==> config.mk <==
export PLATFORM = sky130hd
export DESIGN_NAME = pwm_compare_deadtime_16bits
export DESIGN_NICKNAME = d
export VERILOG_FILES = /design/src/rtl/pwm_compare_deadtime_16bits_pkg.sv /design/src/rtl/pwm_compare_deadtime_16bits_deadtime_fsm.sv /design/src/rtl/pwm_compare_deadtime_16bits.sv
export SDC_FILE = /design/constraint.sdc
export NUM_CORES = 1
export LEC_CHECK = 0
export CAP_MARGIN = 20
export CORE_UTILIZATION = 48
export DETAILED_ROUTE_END_ITERATION = 16
export PLACE_DENSITY = 0.76
export SYNTH_ARGS = -nofsm -noshare
export SYNTH_HDL_FRONTEND = slang
export SYNTH_HIERARCHICAL = 1
export SYNTH_SLANG_ARGS = --single-unit
==> constraint.sdc <==
create_clock -name clk -period 3.7 [get_ports clk]
set_input_delay 0.37 -clock clk [delete_from_list [all_inputs] [get_ports clk]]
set_output_delay 0.37 -clock clk [all_outputs]
set_load 0.01 [all_outputs]
==> src/rtl/pwm_compare_deadtime_16bits_pkg.sv <==
// Shared types and widths for the compare/dead-time PWM leg.
// The width macros are also used as parameter defaults by the top.
`ifndef PWM_COMPARE_DEADTIME_16BITS_PKG_SV
`define PWM_COMPARE_DEADTIME_16BITS_PKG_SV

`define PWMCOUNT_WIDTH 16
`define DEADTIME_WIDTH 10

package pwm_compare_deadtime_16bits_pkg;

    typedef enum logic {OFF = 1'b0, ON = 1'b1} _pwm_onoff;

    typedef enum logic {CARR_0 = 1'b0, CARR_1 = 1'b1} _carr_sel;

    typedef enum logic {ACTIVE_HIGH = 1'b0, ACTIVE_LOW = 1'b1} _out_pol;

    typedef enum logic [2:0] {
        IDLE       = 3'd0,
        HIGH_ON    = 3'd1,
        DT_TO_LOW  = 3'd2,
        LOW_ON     = 3'd3,
        DT_TO_HIGH = 3'd4
    } _dt_state;

endpackage

`endif

==> src/rtl/pwm_compare_deadtime_16bits_deadtime_fsm.sv <==
// Dead-time sequencer: turns the registered PWM reference into a
// break-before-make high/low state with a programmable both-off gap.
module pwm_compare_deadtime_16bits_deadtime_fsm
    import pwm_compare_deadtime_16bits_pkg::*;
#(
    parameter int DT_W = `DEADTIME_WIDTH
) (
    input  logic            clk,
    input  logic            reset,
    input  logic            raw_q,
    input  logic [DT_W-1:0] dt_sh,
    input  _pwm_onoff       pwm_onoff,
    output _dt_state        state
);

    logic [DT_W-1:0] cnt;
    logic            dt_zero;

    assign dt_zero = (dt_sh == '0);

    // cnt is loaded with dt_sh-1 so the both-off interval lasts exactly dt_sh cycles
    always_ff @(posedge clk) begin
        if (reset) begin
            state <= IDLE;
            cnt   <= '0;
        end else if (pwm_onoff == OFF) begin
            state <= IDLE;
        end else begin
            case (state)
                IDLE: begin
                    cnt <= dt_sh - DT_W'(1);
                    if (dt_zero) state <= raw_q ? HIGH_ON : LOW_ON;
                    else         state <= raw_q ? DT_TO_HIGH : DT_TO_LOW;
                end
                HIGH_ON: begin
                    if (!raw_q) begin
                        cnt   <= dt_sh - DT_W'(1);
                        state <= dt_zero ? LOW_ON : DT_TO_LOW;
                    end
                end
                LOW_ON: begin
                    if (raw_q) begin
                        cnt   <= dt_sh - DT_W'(1);
                        state <= dt_zero ? HIGH_ON : DT_TO_HIGH;
                    end
                end
                DT_TO_LOW: begin
                    // reference reverted before pwm_l ever asserted: resume high side at once
                    if (raw_q)              state <= HIGH_ON;
                    else if (cnt == '0)     state <= LOW_ON;
                    else                    cnt   <= cnt - DT_W'(1);
                end
                DT_TO_HIGH: begin
                    if (!raw_q)             state <= LOW_ON;
                    else if (cnt == '0)     state <= HIGH_ON;
                    else                    cnt   <= cnt - DT_W'(1);
                end
                default: state <= IDLE;
            endcase
        end
    end

endmodule

==> src/rtl/pwm_compare_deadtime_16bits.sv <==
// One PWM switching leg: shadowed compare against the carrier, then a
// complementary gate pair with dead time and selectable output polarity.
module pwm_compare_deadtime_16bits
    import pwm_compare_deadtime_16bits_pkg::*;
#(
    parameter int CNT_W = `PWMCOUNT_WIDTH,
    parameter int DT_W  = `DEADTIME_WIDTH
) (
    input  logic             clk,
    input  logic             reset,
    input  logic [CNT_W-1:0] carrier,
    input  logic             maskevent,
    input  _carr_sel         carrsel,
    input  _pwm_onoff        pwm_onoff,
    input  logic [CNT_W-1:0] compare,
    input  logic [DT_W-1:0]  deadtime,
    input  _out_pol          out_pol,
    output logic             pwm_h,
    output logic             pwm_l,
    output _carr_sel         carrsel_out,
    output logic             dt_active
);

    logic [CNT_W-1:0] cmp_sh;
    logic [DT_W-1:0]  dt_sh;
    _out_pol          pol_sh;
    logic             raw_q;
    _dt_state         state;
    logic             inv;

    // Shadows follow the active copies freely while disabled so a restart uses fresh settings
    always_ff @(posedge clk) begin
        if (reset) begin
            cmp_sh      <= '0;
            dt_sh       <= '0;
            pol_sh      <= ACTIVE_HIGH;
            raw_q       <= 1'b0;
            carrsel_out <= CARR_0;
        end else begin
            if (maskevent || pwm_onoff == OFF) begin
                cmp_sh <= compare;
                dt_sh  <= deadtime;
                pol_sh <= out_pol;
            end
            raw_q       <= (carrier < cmp_sh);
            carrsel_out <= carrsel;
        end
    end

    pwm_compare_deadtime_16bits_deadtime_fsm #(.DT_W(DT_W)) u_fsm (
        .clk       (clk),
        .reset     (reset),
        .raw_q     (raw_q),
        .dt_sh     (dt_sh),
        .pwm_onoff (pwm_onoff),
        .state     (state)
    );

    assign inv       = (pol_sh == ACTIVE_LOW);
    assign pwm_h     = (state == HIGH_ON) ^ inv;
    assign pwm_l     = (state == LOW_ON) ^ inv;
    assign dt_active = (state == DT_TO_LOW) || (state == DT_TO_HIGH);

endmodule

==> impl_metrics.yaml <==
finish:
  mostFrequentLayoutCells: "nand2_1, clkdlybuf4s50_1, a21oi_1"
  final.fill_count: 456
  drive_gt1_frac: 0.0432
  final_nets: 433
  syn_to_final_growth_pct: 25.7
  diodes: 0
  final_common_cell: "nand2_1"
  final_cells: 437
sta:
  tns_ns: 0
  finalHoldViolCount: 0
  finalCriticalPeriod_ns: 2.94
  grt_setup_unrepaired: "false"
  drv_slew: 0
  hold_ws_ns: 0.453
  max_freq_ghz: 0.340
  setup_viol: 0
  skew_ns: 0.00828
  period_share: 0.795
  worst_slew_pin_slew_ns: 1.06
  relSlewSlack: 0.293
floorplan:
  core_area_um2: 4850
  die_x_um: 73.8
  die_y_um: 73.8
  io_pins: 52
  row_count: 25
  die-area_um2: 5440
  floorplan.initialDensity: 0.510
logic_synthesis:
  syn-num-nets: 389
  synth-seq-cells: 42
  synth_edf_count: 0
  synth_flop_cell: "dfxtp_1"
  yosysSeqAreaShare: 0.340
  yosysWarnings: 6
  synth.distinct_cells: 48
  synthArstFlopShare: 0
  avgSynthCellArea_um2: 7.61
  synth_area_um2: 2470
  syn_inst: 325
placement:
  place_congestion: 0.986
  dp_cells: 429
  hpwl_um: 4200
  numPortBuffers: 51
worst_setup_path:
  slowest_delay_ns: 0.58
  cp-end-kind: "flop"
  crit_fanout: 13
  worstSetupPathType: "flop to flop"
  required_ns: 3.92
  crit_arrival_ns: 3.17
  startpoint_type: "flop"
  critical-path-slowest-cell: "dfxtp_1"
  crit_chain: "xnor2_1 -> or2_0 -> mux2i_1 -> ha_1 -> nor4b_2 -> nand2_1 -> mux2_2 -> or3_1 -> a31oi_1"
global_route:
  grt_antenna_before_repair: 0
  grt_usage: 0.226
  grt_pass1_vias: 2168
  grt_max_degree: 35
  overflow: 0
  grt_pass1_wl_um: 9560
power_and_ir_drop:
  p_per_area_nw_per_um2: 371
  fin_total_pwr_uw: 1150
  vdd_drop_max_mv: 0.233
  p_leak_uw: 0.00122
clocking:
  cts_hold_buf: 0
  cts_tree: "built"
  path_clk_slew_ns: 0.09
  htreeDepth: 2
  clockRootBuffer: "clkbuf_8"
  cts-buffers-inserted: 5
  postCtsSetupBuffers: 0
  cts_sinks: 42
  cts_resized: 0
  insertion_delay_ns: 0.29
  clockBufferDepth: 2
drt:
  remaining_drc_errors: 0
  wire_per_inst_um: 13.0
  first_pass_iters: 4
  routed_via_density: 5.55
  vias: 2425
  route.antenna.remaining_nets: 0
  wl_met3_um: 327
  drt_iter0_markers: 206
  wl_met1_um: 2620
  routed_wl_um: 5670
  top_layer_used: "met4"
  dr_wl_met2_um: 2680
min_path:
  hp-class: "flop to flop"
status:
  status: "finished clean"
run:
  cap_viol_max_count: 0
==> synth_stat cells (4+ instances only) <==
master / n / area share
nor2_1: 13 / 0.020
nand2b_1: 4 / 0.010
a21oi_1: 45 / 0.091
a31oi_1: 6 / 0.015
nand3_1: 6 / 0.012
nor4_1: 4 / 0.010
xnor2_1: 4 / 0.014
o21ai_0: 9 / 0.018
nor2b_1: 5 / 0.013
dfxtp_1: 42 / 0.34
or3_1: 5 / 0.013
inv_1: 20 / 0.030
or4_1: 5 / 0.015
nor3_1: 8 / 0.016
mux2i_1: 4 / 0.016
nor3b_1: 4 / 0.012
nand2_1: 66 / 0.10
ha_1: 16 / 0.081
clkbuf_1: 9 / 0.014
buf_2: 7 / 0.014
==> worst max-delay path: cells and delay by family (launching register included) <==
kind	cells	cell delay [ns]
AND/OR/NAND/NOR	4	1.05
flip-flops	1	0.58
multiplexers	2	0.56
XOR/XNOR	1	0.23
adder cells (fa/ha/maj)	1	0.31
AO/OA/AOI/OAI	1	0.15
==> sequential cells by signal, summed over array words and instances, names as in the netlist <==
name / cells
inv: 1
u_fsm/state: 3
raw_q: 1
carrsel_out: 1
dt_sh: 10
cmp_sh: 16
u_fsm/cnt: 10
==> cell families (layout without fill, tap and decap cells) <==
kind of cell | after synthesis | after routing | synth area share
AOI/OAI and AO/OA | 84 | 84 | 0.204
muxes | 5 | 5 | 0.0207
adders and majority gates | 16 | 16 | 0.0810
buffers and inverters | 38 | 83 | 0.0658
DFF | 42 | 42 | 0.340
xor gates and xnor gates | 5 | 5 | 0.0177
and+or+nand+nor | 135 | 135 | 0.271
==> per-layer routing <==
metal / vias up / global-route usage
met2: 74 / 0.378
met4: 0 / 0.0513
met5: - / 0
li1: 1231 / -
met3: 5 / 0.0412
met1: 1115 / 0.301
==> where the power goes <==
| group | leakage, uW | internal [uW] | switching [uW] |
|---|---|---|---|
| registers | 0.000347 | 488 | 40.2 |
| logic | 0.000826 | 155 | 157 |
| clock network | 0.0000472 | 150 | 161 |
| total | 0.00122 | 793 | 358 |
==> final timing paths <==
path                  start            to  slack, ns  depth (start not counted)
min               cmp_sh[2]     cmp_sh[2]       0.45                          2
max reg2reg  u_fsm/state[2]  u_fsm/cnt[6]       0.76                          9
min reg2reg       cmp_sh[2]     cmp_sh[2]       0.45                          2
max          u_fsm/state[2]  u_fsm/cnt[6]       0.76                          9
==> metrics by stage <==
| step | util | setup WS [ns] | area (um^2) |
|---|---|---|---|
| final | 0.641 | 0.758 | 3110 |
| after global routing | 0.641 | 0.517 | 3110 |
| after CTS | 0.641 | 0.809 | 3110 |
| after detailed placement | 0.621 | 0.825 | 3010 |
| after global placement | 0.621 | 0.909 | 3010 |
| after floorplan | - | 0.739 | 2470 |
==> final cells by class <==
class	count	area (um^2)	area share
clock buffers	6	82.6	0.0266
multi-input cells	245	1470	0.474
clock inverters	2	12.5	0.00403
flip-flops and latches	42	841	0.271
repair buffers	55	541	0.174
well taps	67	83.8	0.0270
inverters	20	75.1	0.0242
Note: power is estimated with default switching activity, not from simulation.
